==> src/rtl/cla_bist_ctrl_if.sv <==
// Operand/result bus between the CLA BIST controller (master) and the adder under test (slave).
// The controller drives the operands and captures the sum and carry-out.
interface cla_bist_ctrl_if #(
    parameter int WIDTH = 4
) ();
    logic [WIDTH-1:0] a_out;
    logic [WIDTH-1:0] b_out;
    logic             cin_out;
    logic [WIDTH-1:0] s_in;
    logic             cout_in;

    modport master (
        output a_out,
        output b_out,
        output cin_out,
        input  s_in,
        input  cout_in
    );

    modport slave (
        input  a_out,
        input  b_out,
        input  cin_out,
        output s_in,
        output cout_in
    );
endinterface

==> src/rtl/cla_bist_ctrl.sv <==
// Exhaustive self-test sequencer for a registered carry-lookahead adder: sweeps every {cin,B,A},
// checks each returned sum against a locally computed reference and reports pass/error count/first failure.
module cla_bist_ctrl #(
    parameter int WIDTH   = 4,
    parameter int LATENCY = 2,
    parameter int ERR_W   = 10
) (
    input  logic                 clk,
    input  logic                 rst,
    input  logic                 start,
    cla_bist_ctrl_if.master      bus,
    output logic                 busy,
    output logic                 done,
    output logic                 pass,
    output logic [ERR_W-1:0]     err_count,
    output logic [2*WIDTH:0]     first_fail_vec
);

    localparam int VW = 2 * WIDTH + 1;
    localparam int DW = (LATENCY > 1) ? $clog2(LATENCY) : 1;
    localparam logic [VW-1:0]    VEC_LAST   = {VW{1'b1}};
    localparam logic [DW-1:0]    DRAIN_LAST = DW'(LATENCY - 1);
    localparam logic [ERR_W-1:0] ERR_MAX    = {ERR_W{1'b1}};

    typedef enum logic [1:0] {
        ST_IDLE  = 2'd0,
        ST_DRIVE = 2'd1,
        ST_DRAIN = 2'd2,
        ST_DONE  = 2'd3
    } state_e;

    typedef struct packed {
        logic           valid;
        logic [WIDTH:0] exp;
        logic [VW-1:0]  vec;
    } pipe_t;

    // Reference result for a packed {cin,B,A} vector; MSB is the carry-out.
    function automatic logic [WIDTH:0] ref_sum(input logic [VW-1:0] v);
        return {1'b0, v[WIDTH-1:0]}
             + {1'b0, v[2*WIDTH-1:WIDTH]}
             + {{WIDTH{1'b0}}, v[VW-1]};
    endfunction

    state_e           state_q, state_d;
    logic [VW-1:0]    vec_q, vec_d;
    logic [VW-1:0]    op_q, op_d;
    logic [DW-1:0]    drain_q, drain_d;
    logic             busy_q, busy_d;
    logic             done_q, done_d;
    logic             pass_q, pass_d;
    logic [ERR_W-1:0] err_q, err_d;
    logic [VW-1:0]    ffv_q, ffv_d;
    pipe_t            pipe_q [LATENCY];
    pipe_t            pipe_d [LATENCY];
    pipe_t            tail_s;
    logic             mismatch_s;

    assign tail_s     = pipe_q[LATENCY-1];
    assign mismatch_s = tail_s.valid && ({bus.cout_in, bus.s_in} != tail_s.exp);

    // Sequencer, error accumulation and registered-output next values.
    always_comb begin
        state_d = state_q;
        vec_d   = vec_q;
        op_d    = {VW{1'b0}};
        drain_d = drain_q;
        err_d   = err_q;
        ffv_d   = ffv_q;
        pass_d  = pass_q;

        if (mismatch_s) begin
            if (err_q != ERR_MAX) begin
                err_d = err_q + ERR_W'(1);
            end else begin
                err_d = err_q;
            end
            // A zero count means no earlier mismatch since the sweep began.
            if (err_q == {ERR_W{1'b0}}) begin
                ffv_d = tail_s.vec;
            end else begin
                ffv_d = ffv_q;
            end
        end else begin
            err_d = err_q;
        end

        case (state_q)
            ST_IDLE, ST_DONE: begin
                if (start) begin
                    state_d = ST_DRIVE;
                    vec_d   = {VW{1'b0}};
                    op_d    = {VW{1'b0}};
                    err_d   = {ERR_W{1'b0}};
                    ffv_d   = {VW{1'b0}};
                    pass_d  = 1'b0;
                end else begin
                    state_d = state_q;
                end
            end
            ST_DRIVE: begin
                if (vec_q == VEC_LAST) begin
                    state_d = ST_DRAIN;
                    drain_d = {DW{1'b0}};
                end else begin
                    vec_d = vec_q + VW'(1);
                    op_d  = vec_q + VW'(1);
                end
            end
            ST_DRAIN: begin
                // The last compare lands on this edge, so pass must see its update.
                if (drain_q == DRAIN_LAST) begin
                    state_d = ST_DONE;
                    pass_d  = (err_d == {ERR_W{1'b0}});
                end else begin
                    drain_d = drain_q + DW'(1);
                end
            end
            default: begin
                state_d = ST_IDLE;
            end
        endcase

        busy_d = (state_d == ST_DRIVE) || (state_d == ST_DRAIN);
        done_d = (state_d == ST_DONE);
    end

    // Expected-result shift register aligned with the adder latency.
    always_comb begin
        pipe_d[0].valid = (state_q == ST_DRIVE);
        pipe_d[0].exp   = ref_sum(op_q);
        pipe_d[0].vec   = op_q;
        for (int i = 1; i < LATENCY; i++) begin
            pipe_d[i] = pipe_q[i-1];
        end
    end

    // State and output registers with synchronous reset.
    always_ff @(posedge clk) begin
        if (rst) begin
            state_q <= ST_IDLE;
            vec_q   <= {VW{1'b0}};
            op_q    <= {VW{1'b0}};
            drain_q <= {DW{1'b0}};
            busy_q  <= 1'b0;
            done_q  <= 1'b0;
            pass_q  <= 1'b0;
            err_q   <= {ERR_W{1'b0}};
            ffv_q   <= {VW{1'b0}};
            for (int i = 0; i < LATENCY; i++) begin
                pipe_q[i] <= '0;
            end
        end else begin
            state_q <= state_d;
            vec_q   <= vec_d;
            op_q    <= op_d;
            drain_q <= drain_d;
            busy_q  <= busy_d;
            done_q  <= done_d;
            pass_q  <= pass_d;
            err_q   <= err_d;
            ffv_q   <= ffv_d;
            for (int i = 0; i < LATENCY; i++) begin
                pipe_q[i] <= pipe_d[i];
            end
        end
    end

    assign bus.a_out      = op_q[WIDTH-1:0];
    assign bus.b_out      = op_q[2*WIDTH-1:WIDTH];
    assign bus.cin_out    = op_q[VW-1];
    assign busy           = busy_q;
    assign done           = done_q;
    assign pass           = pass_q;
    assign err_count      = err_q;
    assign first_fail_vec = ffv_q;

endmodule

==> src/flat_wrapper.sv <==
// flat-port wrapper written by rule: the top's interface ports become plain ports
module cla_bist_ctrl_flat 
#(
    parameter int WIDTH   = 4,
    parameter int LATENCY = 2,
    parameter int ERR_W   = 10
)
  (clk, rst, start, busy, done, pass, err_count, first_fail_vec, bus_a_out, bus_b_out, bus_cin_out, bus_s_in, bus_cout_in);
  cla_bist_ctrl_if #(.WIDTH(WIDTH)) bus_i ();
  input  logic clk;
  input  logic rst;
  input  logic start;
  output logic busy;
  output logic done;
  output logic pass;
  output logic [ERR_W-1:0] err_count;
  output logic [2*WIDTH:0] first_fail_vec;
  output wire logic [$bits(bus_i.a_out)-1:0] bus_a_out;
  output wire logic [$bits(bus_i.b_out)-1:0] bus_b_out;
  output wire logic [$bits(bus_i.cin_out)-1:0] bus_cin_out;
  input wire logic [$bits(bus_i.s_in)-1:0] bus_s_in;
  input wire logic [$bits(bus_i.cout_in)-1:0] bus_cout_in;
  assign bus_a_out = bus_i.a_out;
  assign bus_b_out = bus_i.b_out;
  assign bus_cin_out = bus_i.cin_out;
  assign bus_i.s_in = bus_s_in;
  assign bus_i.cout_in = bus_cout_in;
  cla_bist_ctrl #(.WIDTH(WIDTH), .LATENCY(LATENCY), .ERR_W(ERR_W)) u_core (.clk(clk), .rst(rst), .start(start), .bus(bus_i), .busy(busy), .done(done), .pass(pass), .err_count(err_count), .first_fail_vec(first_fail_vec));
endmodule
==> config.mk <==
export PLATFORM = sky130hd
export DESIGN_NAME = cla_bist_ctrl_flat
export DESIGN_NICKNAME = d
export VERILOG_FILES = /design/src/rtl/cla_bist_ctrl_if.sv /design/src/rtl/cla_bist_ctrl.sv /design/src/flat_wrapper.sv
export SDC_FILE = /design/constraint.sdc
export NUM_CORES = 1
export LEC_CHECK = 0
export CAP_MARGIN = 0
export CORE_ASPECT_RATIO = 0.9
export CORE_MARGIN = 2
export CORE_UTILIZATION = 50
export CTS_CLUSTER_DIAMETER = 80
export DETAILED_ROUTE_END_ITERATION = 7
export PLACE_DENSITY_LB_ADDON = 0.1
export SYNTH_ARGS = -nofsm -noshare
export SYNTH_HDL_FRONTEND = slang
export SYNTH_SLANG_ARGS = --single-unit
==> constraint.sdc <==
create_clock -name clk -period 2.74 [get_ports clk]
set_input_delay 0.548 -clock clk [delete_from_list [all_inputs] [get_ports clk]]
set_output_delay 0.548 -clock clk [all_outputs]
set_load 0.02 [all_outputs]
==> results of run 1 <==
[what timing repair did]
item | in CTS | in global routing
endpoints found under the hold margin | 0 | 0
resized for setup | 0 | 1
endpoints found under the setup margin | 0 | 1
[placed cells by master, fill, tap and decap left out, drive strengths merged, types with 6 or more instances in the layout]
cell type and count:
inv 18, nor3 6, nor2b 29, clkbuf 9, ha 10, o21ai 11, mux2i 13, dfxtp 73
xnor2 10, clkdlybuf4s50 38, xor2 10, nand2 13, nor2 57, and3 11, a21oi 12
[cells by family (layout without fill, tap and decap cells)]
kind of cell,after synthesis,count (layout),synth area share
buffers and inverters,40,71,0.0634
AOI/OAI and AO/OA,43,43,0.0910
DFF,73,73,0.468
adders and majority gates,12,12,0.0529
and+or+nand+nor,138,138,0.227
muxes,13,13,0.0417
xor gates and xnor gates,20,20,0.0561
[registers in the layout, indices dropped and copies added, names as in the netlist]
register	count
u_core.pipe_q	30
u_core.err_count	10
u_core.first_fail_vec	9
u_core.op_q	9
u_core.vec_q	9
u_core.state_q	2
u_core.busy	1
u_core.done	1
u_core.drain_q	1
u_core.pass	1
[area by class of cell]
cell class	count	share of cell area
timing repair buffer	40	0.108
clock buffer	9	0.0339
sequential	73	0.400
clock inverter	7	0.0171
inverter	15	0.0154
tap	72	0.0247
multi-input combinational	226	0.401
[critical path, stage by stage (launching register included)]
cell and delay [ps]:
sky130_fd_sc_hd__dfxtp_1 350, sky130_fd_sc_hd__ha_1 250, sky130_fd_sc_hd__and3_1 230, sky130_fd_sc_hd__and3_1 230, sky130_fd_sc_hd__and3_1 190, sky130_fd_sc_hd__ha_1 230, sky130_fd_sc_hd__nor2b_2 160, sky130_fd_sc_hd__a21oi_1 80
sky130_fd_sc_hd__nor2_1 100, sky130_fd_sc_hd__nor2_1 40, sky130_fd_sc_hd__a21oi_1 150, sky130_fd_sc_hd__ha_1 250, sky130_fd_sc_hd__nor2b_1 120
[worst paths after layout]
path | start | to | slack (ps)
setup / recovery | u_core.vec_q[0]$_SDFFE_PP0P_ | u_core.busy$_SDFF_PP0_ | 240
setup reg to reg | u_core.vec_q[0]$_SDFFE_PP0P_ | u_core.busy$_SDFF_PP0_ | 240
hold / removal | u_core.pipe_q[0][9]$_SDFF_PP0_ | u_core.pipe_q[0][24]$_SDFF_PP0_ | 440
hold reg to reg | u_core.pipe_q[0][9]$_SDFF_PP0_ | u_core.pipe_q[0][24]$_SDFF_PP0_ | 440
[metal layers]
layer	vias to the layer above	track usage	part of all wire
met2	57	0.261	0.44
met5	-	0	0
met4	0	0.0462	0.0061
met1	1033	0.241	0.51
li1	1175	-	-
met3	6	0.0572	0.048
[per-stage QoR]
stage / area, um^2 / utilization
3_3_place_gp: 3460 / 0.570
4_1_cts: 3650 / 0.600
6_report: 3650 / 0.601
2_1_floorplan: 3120 / -
3_5_place_dp: 3460 / 0.570
5_1_grt: 3650 / 0.601
[power by group through the flow]
stage	Sequential [mW]	Clock (mW)	Combinational, mW
2_1_floorplan	1.10	0	0.0848
3_3_place_gp	1.10	0	0.123
3_5_place_dp	1.10	0	0.123
4_1_cts	1.08	0.800	0.124
5_1_grt	1.08	0.844	0.140
6_report	1.08	0.771	0.124
==> reports/qor.json, run 1 <==
{
  "place": {
    "placement.setup.worst_slack_ps": 213,
    "place_hpwl_um": 3930,
    "place.gp.congestion": 0.837,
    "numPortBuffers": 38,
    "numPlacedInstances": 426
  },
  "cells_and_area": {
    "layout-drive-gt1-share": 0.0622,
    "final_nets": 385,
    "seqCellArea_um2": 1460,
    "layout.filler_cells": 546,
    "insertedDiodeCount": 0,
    "multi_input_comb_area_um2": 1460,
    "syn_to_final_growth_pct": 17.1,
    "finish.cell_count_without_fillers": 442
  },
  "timing": {
    "rsz0062_at_grt": "false",
    "timing.setup.tns_ps": 0,
    "timing.fmax_mhz": 400,
    "final-hold-violation-count": 0,
    "fin_crit_sh": 0.913,
    "period_needed_ps": 2500,
    "timing.final.setup_violations": 0,
    "maxSlewViolCount": 0,
    "fin_worst_skew_ps": 8.51,
    "hold_ws_ps": 435,
    "slew_headroom": 0.565,
    "worst-slew-pin-transition_ps": 653,
    "worst_slack_ps": 240
  },
  "yosys": {
    "synth_top_area_share": 0.468,
    "synth_enable_flop_cells": 0,
    "synth_cell_types": 42,
    "postSynth.asyncResetShare": 0,
    "post_synth_main_area_contributors": "sky130_fd_sc_hd__dfxtp_1 (47%), sky130_fd_sc_hd__nor2_1 (6.9%), sky130_fd_sc_hd__nor2b_1 (5.8%), sky130_fd_sc_hd__mux2i_1 (4.2%), sky130_fd_sc_hd__ha_1 (4.0%)",
    "syn-mean-instance-area_um2": 9.20,
    "yosysMostFrequentCell": "sky130_fd_sc_hd__dfxtp_1",
    "synth_cells": 339,
    "mappedNetlistArea_um2": 3120,
    "yosys_register_bits": 73,
    "yosys_most_used_dff": "sky130_fd_sc_hd__dfxtp_1",
    "synthesis.nets": 359,
    "yosysWarnings": 0,
    "synth_sequential_area_ratio": 0.468,
    "ys_top_cells_by_count": "sky130_fd_sc_hd__dfxtp_1 (73), sky130_fd_sc_hd__nor2_1 (57), sky130_fd_sc_hd__nor2b_1 (29)",
    "synth_top_cell_by_area": "sky130_fd_sc_hd__dfxtp_1"
  },
  "clocking": {
    "holdBufCountCts": 0,
    "clock_tree.root_cell": "sky130_fd_sc_hd__clkbuf_8",
    "clock_latency_ps": 340,
    "cts_max_path_buffers": 2,
    "cts-buffers-inserted": 9,
    "cts_tree": "built",
    "post-cts-setup-buffer-count": 0,
    "clkTransAtPathRegs_ps": 90,
    "cts_htree_levels": 3,
    "numClockSinks": 73
  },
  "floorplan": {
    "top_level_ports": 39,
    "die_area_um2": 6890,
    "core_area_um2": 6080,
    "fp.dieW_um": 87.3,
    "initial_core_util": 0.513,
    "rows": 27,
    "dieHeight_um": 78.9
  },
  "min_path": {
    "hold_path.class": "register to register",
    "hold_path_depth": 1
  },
  "routing": {
    "route.detailed.vias_per_inst": 5.14,
    "postRouteAntennaNets": 0,
    "detailroute.via_count": 2271,
    "dr.pass1.iters": 5,
    "drt_drc_violations_left": 0,
    "drt_iter0_markers": 49,
    "routed_wire_length_per_instance_um": 12.6,
    "detailed_route_wl_um": 5580
  },
  "critical_path": {
    "endpoint_kind": "register",
    "crit_arrival_ps": 2720,
    "critical_path_class": "register to register",
    "crit_path_max_fanout": 5,
    "critPathRequiredTime_ps": 2960,
    "setup.worst_path.start_class": "register",
    "ff_to_ff_path_depth": 12
  },
  "run_status": {
    "status": "finished, final reports clean"
  },
  "power_and_ir_drop": {
    "switching_share": 0.258,
    "powerDensity_nw_per_um2": 540,
    "power.internal_mw": 1.46,
    "fin_total_pwr_mw": 1.97,
    "p_seq_frac": 0.546,
    "vdd.ir_drop.worst_mv": 0.421,
    "net-switching-power_uw": 510,
    "p_leak_nw": 1.46,
    "comb_power_share": 0.063,
    "clock_power_share": 0.391
  },
  "global_route": {
    "antenna_found_initial": 0,
    "grt_max_degree": 41,
    "first_global_vias": 2031,
    "gr-total-overflow": 0,
    "grt_first_pass_wirelength_um": 9430,
    "groute.usage.overall": 0.174
  },
  "run": {
    "max_cap_viol_count": 0
  }
}
Power figures use the tool's default switching activity.
==> run 2, diff against run 1 <==
==> constraint.sdc (replaced) <==
create_clock -name clk -period 2.74 [get_ports clk]
set_input_delay 0.822 -clock clk [delete_from_list [all_inputs] [get_ports clk]]
set_output_delay 0.822 -clock clk [all_outputs]
set_load 0.02 [all_outputs]
==> run 2 against run 1 <==
Wire length grew 2.8%. Clock power grew 18%. Highest routed layer unchanged. Cell area grew 1.9%. Die area is the same. Largest power group unchanged. Combinational power grew 8%. Sequential share of layout area shrank 0.74 points. Utilization grew 1.1 points. Sequential power is essentially flat. Hold slack lost 0.82 ps. Final cell count grew 0.68%.
==> reports/qor.json, run 2 (same netlist as run 1, synthesis figures left out) <==
{
  "cells_and_area": {
    "layout.cells.most_common": "sky130_fd_sc_hd__dfxtp_1",
    "final_nets": 388,
    "layout.filler_cells": 541,
    "layout.cells.most_common_list": "sky130_fd_sc_hd__dfxtp_1 (73), sky130_fd_sc_hd__nor2_1 (57), sky130_fd_sc_hd__clkdlybuf4s50_1 (38), sky130_fd_sc_hd__nor2b_1 (28), sky130_fd_sc_hd__inv_1 (15)",
    "insertedDiodeCount": 0,
    "layout-drive-gt1-share": 0.0670,
    "finalCoreUtilization": 0.612,
    "syn_to_final_growth_pct": 19.3,
    "max_reg_flops": 30,
    "largest_register": "u_core.pipe_q"
  },
  "global_route": {
    "groute.usage.overall": 0.182,
    "first_global_vias": 2145,
    "grt_first_pass_wirelength_um": 9780,
    "antenna_found_initial": 0,
    "grt_max_degree": 40,
    "gr-total-overflow": 0
  },
  "critical_path": {
    "worst-r2r-setup-slack_ps": 160,
    "worstReg2RegEnd": "u_core.busy$_SDFF_PP0_",
    "setup.worst_path.start_class": "register",
    "timing.critical_path.cells": "ha_1 > and3_1 > and3_1 > and3_1 > ha_1 > nor2b_2 > a21oi_1 > nor2_1 > nor2_1 > a21oi_1 > ha_1 > nor2b_1",
    "timing.critical_path.slowest_cell_delay_ps": 330,
    "cpLargestDelayFamily": "simple AND/OR/NAND/NOR gates",
    "timing.rr.start": "u_core.vec_q[0]$_SDFFE_PP0P_",
    "worst-path-buf-inv": 0,
    "ff_to_ff_path_depth": 12,
    "critical_path_class": "register to register",
    "crit_slowest_cell": "sky130_fd_sc_hd__dfxtp_1",
    "crit_arrival_ps": 2800,
    "critPathRequiredTime_ps": 2960,
    "endpoint_kind": "register",
    "crit_path_max_fanout": 5
  },
  "routing": {
    "drt_drc_violations_left": 0,
    "drt_iter0_markers": 106,
    "dr.pass1.iters": 6,
    "detailed_route_wl_um": 5730,
    "route.detailed.vias_per_inst": 5.20,
    "postRouteAntennaNets": 0,
    "routed_wire_length_per_instance_um": 12.9,
    "detailroute.via_count": 2316
  },
  "place": {
    "place.gp.congestion": 0.827,
    "place_hpwl_um": 4040,
    "numPortBuffers": 38
  },
  "clocking": {
    "holdBufCountCts": 0,
    "post-cts-setup-buffer-count": 0,
    "clock_tree.root_cell": "sky130_fd_sc_hd__clkbuf_8",
    "clkTransAtPathRegs_ps": 80,
    "post_cts_resize_count": 0,
    "numClockSinks": 73,
    "cts_max_path_buffers": 2,
    "cts_tree": "built",
    "cts-buffers-inserted": 9,
    "clock_latency_ps": 340,
    "cts_htree_levels": 3
  },
  "min_path": {
    "min_from": "u_core.pipe_q[0][8]$_SDFF_PP0_",
    "hold_path.class": "register to register",
    "timing.hold.worst_endpoint": "u_core.pipe_q[0][23]$_SDFF_PP0_",
    "hold_path_depth": 1
  },
  "timing": {
    "fin_crit_sh": 0.942,
    "fin_worst_skew_ps": 10.2,
    "timing.final.setup_violations": 0,
    "worst-slew-pin-transition_ps": 468,
    "timing.fmax_mhz": 387,
    "rsz0062_at_grt": "false",
    "slew_headroom": 0.688,
    "final-hold-violation-count": 0,
    "maxSlewViolCount": 0,
    "period_needed_ps": 2580
  },
  "power_and_ir_drop": {
    "p_leak_nw": 1.50,
    "fin_total_pwr_mw": 2.12,
    "vdd.ir_drop.worst_mv": 0.324,
    "powerDensity_nw_per_um2": 569
  },
  "floorplan": {
    "initial_core_util": 0.513,
    "top_level_ports": 39,
    "core_area_um2": 6080,
    "rows": 27,
    "fp.dieW_um": 87.3,
    "die_area_um2": 6890,
    "dieHeight_um": 78.9
  },
  "run": {
    "max_cap_viol_count": 0
  },
  "run_status": {
    "status": "finished, final reports clean"
  }
}
## run 2: cell count changes in the layout (fill, tap and decap cells not counted)
cell | before | now
sky130_fd_sc_hd__clkbuf_1 | 0 | 1
sky130_fd_sc_hd__clkinv_4 | 3 | 2
sky130_fd_sc_hd__clkinvlp_4 | 1 | 2
sky130_fd_sc_hd__buf_12 | 0 | 1
sky130_fd_sc_hd__buf_4 | 2 | 4
sky130_fd_sc_hd__inv_8 | 1 | 0
sky130_fd_sc_hd__inv_6 | 2 | 0
sky130_fd_sc_hd__bufinv_16 | 0 | 2
## run 2: how the worst max path moves through the flow
stage                                      start                  endpoint  slack, ps  cells after the start
finish              u_core.vec_q[0]$_SDFFE_PP0P_    u_core.busy$_SDFF_PP0_        160                     12
global route        u_core.vec_q[0]$_SDFFE_PP0P_    u_core.busy$_SDFF_PP0_          5                     12
CTS                 u_core.vec_q[0]$_SDFFE_PP0P_    u_core.busy$_SDFF_PP0_        110                     12
detailed placement                   bus_s_in[0]  u_core.pass$_SDFFE_PP0P_        -30                      7
global placement                     bus_s_in[0]  u_core.pass$_SDFFE_PP0P_         30                      7
floorplan           u_core.vec_q[0]$_SDFFE_PP0P_    u_core.busy$_SDFF_PP0_        350                     12
## run 2: routing by layer
metal | GRT usage | share of wire | vias to the layer above
li1 | - | - | 1187
met1 | 0.237 | 0.49 | 1072
met2 | 0.281 | 0.45 | 48
met3 | 0.0644 | 0.043 | 9
met4 | 0.0600 | 0.016 | 0
met5 | 0 | 0 | -
## run 2: worst register-to-register path, stage by stage, from the launching register on
cell and delay (ps):
sky130_fd_sc_hd__dfxtp_1 330, sky130_fd_sc_hd__ha_1 240, sky130_fd_sc_hd__and3_1 240, sky130_fd_sc_hd__and3_1 240, sky130_fd_sc_hd__and3_1 200, sky130_fd_sc_hd__ha_1 240
sky130_fd_sc_hd__nor2b_2 180, sky130_fd_sc_hd__a21oi_1 90, sky130_fd_sc_hd__nor2_1 110, sky130_fd_sc_hd__nor2_1 50, sky130_fd_sc_hd__a21oi_1 170, sky130_fd_sc_hd__ha_1 250
sky130_fd_sc_hd__nor2b_1 120
## run 2: final cells by class
| class | count | area, um^2 | area share |
|---|---|---|---|
| clock inverter | 6 | 92.6 | 0.0249 |
| clock buffer | 10 | 128 | 0.0343 |
| inverter | 15 | 56.3 | 0.0151 |
| multi-input combinational | 226 | 1460 | 0.393 |
| sequential | 73 | 1460 | 0.393 |
| timing repair buffer | 43 | 430 | 0.116 |
| tap | 72 | 90.1 | 0.0242 |
## run 2: where the power goes
part / total [mW] / switching [mW] / internal, mW
clock: 0.907 / 0.391 / 0.515
sequential: 1.08 / 0.00660 / 1.07
combinational: 0.134 / 0.0795 / 0.0548
## run 2: per-stage QoR
step	TNS, ps	instances	hold slack, ps	setup WS [ps]	cell area [um^2]
after floorplan	0	339	414	348	3120
after global placement	0	429	425	26.5	3500
after detailed placement	-48.2	429	426	-25.8	3500
after CTS	0	445	441	108	3720
after global routing	0	445	456	5.27	3720
final	0	445	435	158	3720
==> RTL edit 1, RTL diff (config.mk and constraints of run 1) <==
Put one more register stage on the output `err_count`. The value now appears one clock later. The other outputs are not delayed to match.
--- a/src/rtl/cla_bist_ctrl.sv
+++ b/src/rtl/cla_bist_ctrl.sv
@@ -172,7 +172,9 @@
     assign busy           = busy_q;
     assign done           = done_q;
     assign pass           = pass_q;
-    assign err_count      = err_q;
+    always_ff @(posedge clk) begin
+        err_count <= err_q;
+    end
     assign first_fail_vec = ffv_q;
 
 endmodule
Check against the original RTL: not equivalent (Yosys sat finds a counterexample within 10 cycles, from zero or initial values and one cycle with rst high).
==> RTL edit 1 against run 1 <==
Maximum frequency grew 0.46%; routed wire length is 0.16% lower; synthesized area is 5.4% higher; global-route usage is 0.81 points lower; final area grew 7.3%; sequential cell count up 10; synthesized cell count is the same; power rose by 18%; worst setup slack better by 0.011 ns; critical endpoint unchanged; highest routed layer unchanged.
==> RTL edit 1: results (changes against run 1) <==
outcome:
  status: "completed"
detailed_routing:
  drt-total-wl_um: 5570  # -0.16%
  num_vias: 2241  # -1.3%
  dr.pass1.iters: 4  # -1
  dr.first_iter.drc_count: 92  # +88%
timing:
  maxSlewHeadroom_pct: 68.9  # +12 points
  fin_skew_ns: 0.00935  # +0.000837 ns
  whs_ns: 0.415  # -0.0199 ns
  post-route-min-period_ns: 2.49  # -0.0115 ns
logic_synthesis:
  synth_nets: 359  # unchanged
  postSynthAreaPerCell_um2: 9.70  # +5.4%
  synthXorXnorAreaFrac_pct: 5.06  # -0.55 points
  muxShareOfSynthArea_pct: 3.96  # -0.21 points
  synthAdderAreaFrac_pct: 5.02  # -0.27 points
  synthTopCellsByCount: "83 x dfxtp_1, 56 x nor2_1, 26 x nor2b_1"
  synthFlopType: "dfxtp_1"
  ys_top_cells_by_area: "dfxtp_1 51%, nor2_1 6.4%, nor2b_1 4.9%"
  synth.distinct_cells: 46  # +9.5%
  synth-compound-area-share_pct: 8.14  # -0.96 points
  synth-seq-area-share_pct: 50.5  # +3.7 points
grt:
  grt_pass1_vias: 1956  # -3.7%
  grt_use_met2_pct: 24.7  # -1.4 points
  globalRouteMet1Util_pct: 21.9  # -2.2 points
  grt_use_met3_pct: 6.81  # +1.1 points
  grt_pass1_wl_um: 9150  # -3.0%
  grt_max_degree: 40  # -2.4%
  grt_usage_pct: 16.6  # -0.81 points
cells_and_area:
  nFillCells: 568  # +4.0%
  drive_above_1_share_pct: 8.75  # +2.5 points
  nets: 392  # +1.8%
power_and_ir_drop:
  ir_drop_uv: 303  # -28%
  p_leak_nw: 1.60  # +9.2%
place:
  gp_congestion: 0.891  # +6.5%
  dp.cells: 451  # +5.9%
  post-place-ws_ns: 0.259  # +0.0463 ns
setup_path:
  cp_max_fo: 5  # unchanged
## RTL edit 1: cell types whose count changed in the layout (fill, tap and decap cells not counted), moves of 4 or more
cell and delta:
nor3b_1 +4, o21ai_0 -4, dfxtp_1 +10, o21ai_1 +4
## RTL edit 1: final cells by class
cell class	count	share of cell area, %
clock buffer	9	3.16
clock inverter	7	2.65
inverter	15	1.44
multi-input combinational	220	36.8
sequential	83	42.4
tap	90	2.87
timing repair buffer	43	10.7
## RTL edit 1: critical path, cell delays in order (launching register included)
cell and delay (ns):
dfxtp_1 0.35, ha_1 0.23, and3_1 0.22, and3_1 0.25, and3_1 0.20, ha_1 0.22, nor2b_1 0.16, a21oi_1 0.08
nor2_1 0.10, nor2_1 0.05, a21oi_1 0.16, ha_1 0.24, nor2b_1 0.12
## RTL edit 1: routing by layer
layer | vias to the layer above | wire (µm)
met5 | - | 0
met4 | 0 | 40
met3 | 4 | 246
met2 | 40 | 2480
met1 | 1008 | 2800
li1 | 1189 | -
## RTL edit 1: report_power, final
part	internal (mW)	switching [mW]	leakage [nW]	total, mW
sequential	1.22	0.00649	0.670	1.22
clock	0.527	0.447	0.115	0.975
combinational	0.0500	0.0762	0.814	0.126
total	1.79	0.530	1.60	2.32
## RTL edit 1: stage by stage
stage / util [%] / power, mW / instance area (µm²)
2_1_floorplan: - / 1.34 / 3290
3_3_place_gp: 56.9 / 1.38 / 3690
5_1_grt: 60.5 / 2.44 / 3920
3_5_place_dp: 56.9 / 1.38 / 3690
6_report: 60.5 / 2.32 / 3920
4_1_cts: 60.5 / 2.36 / 3920
## RTL edit 1: path summary, 6_finish.rpt
path,to,cells past startpoint
max,u_core.busy,12
min,u_core.err_count[9],0
max reg2reg,u_core.busy,12
min reg2reg,u_core.err_count[9],0
## RTL edit 1: logic make-up (layout without fill, tap and decap cells)
family | after synthesis | in the layout
buffers and inverters | 36 | 74
AO/OA/AOI/OAI | 39 | 39
flip-flops | 83 | 83
adder cells (fa/ha/maj) | 12 | 12
multiplexers | 13 | 13
XOR/XNOR | 19 | 19
AND/OR/NAND/NOR | 137 | 137
==> RTL edit 2, RTL diff (flow settings as in run 1) <==
Made on the original files. `WIDTH` is set to 4 in 3 places; all go to 5.
--- a/src/rtl/cla_bist_ctrl_if.sv
+++ b/src/rtl/cla_bist_ctrl_if.sv
@@ -1,7 +1,7 @@
 // Operand/result bus between the CLA BIST controller (master) and the adder under test (slave).
 // The controller drives the operands and captures the sum and carry-out.
 interface cla_bist_ctrl_if #(
-    parameter int WIDTH = 4
+    parameter int WIDTH = 5
 ) ();
     logic [WIDTH-1:0] a_out;
     logic [WIDTH-1:0] b_out;
--- a/src/rtl/cla_bist_ctrl.sv
+++ b/src/rtl/cla_bist_ctrl.sv
@@ -1,7 +1,7 @@
 // Exhaustive self-test sequencer for a registered carry-lookahead adder: sweeps every {cin,B,A},
 // checks each returned sum against a locally computed reference and reports pass/error count/first failure.
 module cla_bist_ctrl #(
-    parameter int WIDTH   = 4,
+    parameter int WIDTH   = 5,
     parameter int LATENCY = 2,
     parameter int ERR_W   = 10
 ) (
--- a/src/flat_wrapper.sv
+++ b/src/flat_wrapper.sv
@@ -1,7 +1,7 @@
 // flat-port wrapper written by rule: the top's interface ports become plain ports
 module cla_bist_ctrl_flat 
 #(
-    parameter int WIDTH   = 4,
+    parameter int WIDTH   = 5,
     parameter int LATENCY = 2,
     parameter int ERR_W   = 10
 )
Ports: changed (resized bus_a_out, bus_b_out, bus_s_in and first_fail_vec); port bits go from 39 to 44. No check against the original RTL was run, so the function may have changed too.
==> RTL edit 2 against run 1 <==
Sequential share of layout area up 1.1 points; routed wire length is 19% higher; sequential power rose by 19%; sequential cell count is 12 higher; synthesized area up 12%; worst setup slack better by 0.26 ns; final area increased by 13%; power rose by 24%; largest power group unchanged.
==> RTL edit 2: results (changes against run 1) <==
outcome:
  status: "completed"
cells_and_area:
  nNonClkBuffers: 47  # +18%
  nFillCells: 600  # +9.9%
  clkCellAreaFrac_pct: 5.22  # +0.12 points
  nets: 427  # +11%
  drive_above_1_share_pct: 7.06  # +0.84 points
  n_clock_buffer: 11  # +2
  seq_cell_count: 85  # +16%
  sh_seq_area_pct: 41.1  # +1.1 points
  largest_register_ffs: 36  # +20%
  fin_util_pct: 62.3  # +2.2 points
  multi_input_cells: 247  # +9.3%
  multi_input_area_um2: 1590  # +8.8%
  inv_count: 16  # +1
  nonClkBufAreaFrac_pct: 11.1  # +0.29 points
grt:
  grt_pass1_wl_um: 11200  # +19%
  grt_usage_pct: 18.4  # +1.0 points
  grt_use_met3_pct: 6.08  # +0.36 points
  grt_pass1_vias: 2372  # +17%
  grt_use_met2_pct: 28.9  # +2.7 points
  globalRouteMet1Util_pct: 24.6  # +0.48 points
setup_path:
  cp_data_arrival_time_ns: 2.50  # -0.22 ns
  critPathSlowestCell: "clkdlybuf4s50_1"
  cp_max_fo: 13  # +8
  path_delay_family: "compound AO/OA/AOI/OAI gates"
  reg2reg_slack_ns: 0.53  # +0.29 ns
place:
  io_buffers: 43  # +13%
  post-place-ws_ns: 0.139  # -0.0741 ns
  dp.cells: 485  # +14%
  dpl_cell_area_um2: 3930  # +13%
  gp_congestion: 0.852  # +1.9%
  hpwl_um: 4870  # +24%
logic_synthesis:
  ys_top_cells_by_area: "dfxtp_1 49%, nor2_1 5.8%, nor2b_1 5.2%"
  synth-seq-area-share_pct: 48.9  # +2.1 points
  synth_nets: 391  # +8.9%
  synthTopCellsByCount: "85 x dfxtp_1, 54 x nor2_1, 29 x nor2b_1"
  synth.distinct_cells: 46  # +9.5%
  syn_inst: 370  # +9.1%
power_and_ir_drop:
  p_leak_nw: 1.69  # +16%
  ir_drop_uv: 334  # -21%
detailed_routing:
  wl_met2_um: 3180  # +30%
  drt-total-wl_um: 6640  # +19%
  dr.first_iter.drc_count: 71  # +45%
  routedLengthMet1_um: 3210  # +13%
  num_vias: 2516  # +11%
  dr.pass1.iters: 4  # -1
  wl_met3_um: 222  # -17%
  highest-signal-layer: "met4"
timing:
  maxSlewHeadroom_pct: 68.1  # +12 points
  whs_ns: 0.443  # +0.00718 ns
  fin_skew_ns: 0.00842  # -0.0000937 ns
  post-route-min-period_ns: 2.24  # -0.262 ns
hold_path:
  min_to: "u_core.pipe_q[0][18]"
floorplanning:
  num_rows: 28  # +3.7%
cts:
  clock_tree.buffer_depth: 2  # unchanged
  cts-resized-gates: 0  # unchanged
## RTL edit 2: cell types whose count changed in the layout (fill, tap and decap cells not counted), sizes merged, moves of 4 or more
cell,delta
dfxtp,+12
o21ai,-5
clkdlybuf4s50,+5
and3,-4
nand2,+12
nand4,+7
nand3,+6
## RTL edit 2: kinds of logic after synthesis
family | synth area share [%]
flops | 48.9
compound gates | 7.87
fa+ha+maj | 4.74
xor+xnor | 5.54
buf+inv | 5.36
simple gates | 23.3
mux | 4.31
## RTL edit 2: worst max path at each step
stage | from | end | cells past startpoint
finish | bus_s_in[1] | u_core.pass | 8
global route | u_core.vec_q[0] | u_core.busy | 8
detailed placement | bus_s_in[1] | u_core.pass | 8
global placement | bus_s_in[0] | u_core.pass | 8
floorplan | u_core.vec_q[0] | u_core.busy | 8
CTS | bus_s_in[1] | u_core.pass | 8
## RTL edit 2: where the power goes
group | switching, mW | internal (mW)
Combinational | 0.131 | 0.0887
Sequential | 0.0272 | 1.27
Clock | 0.447 | 0.481
Total | 0.605 | 1.84
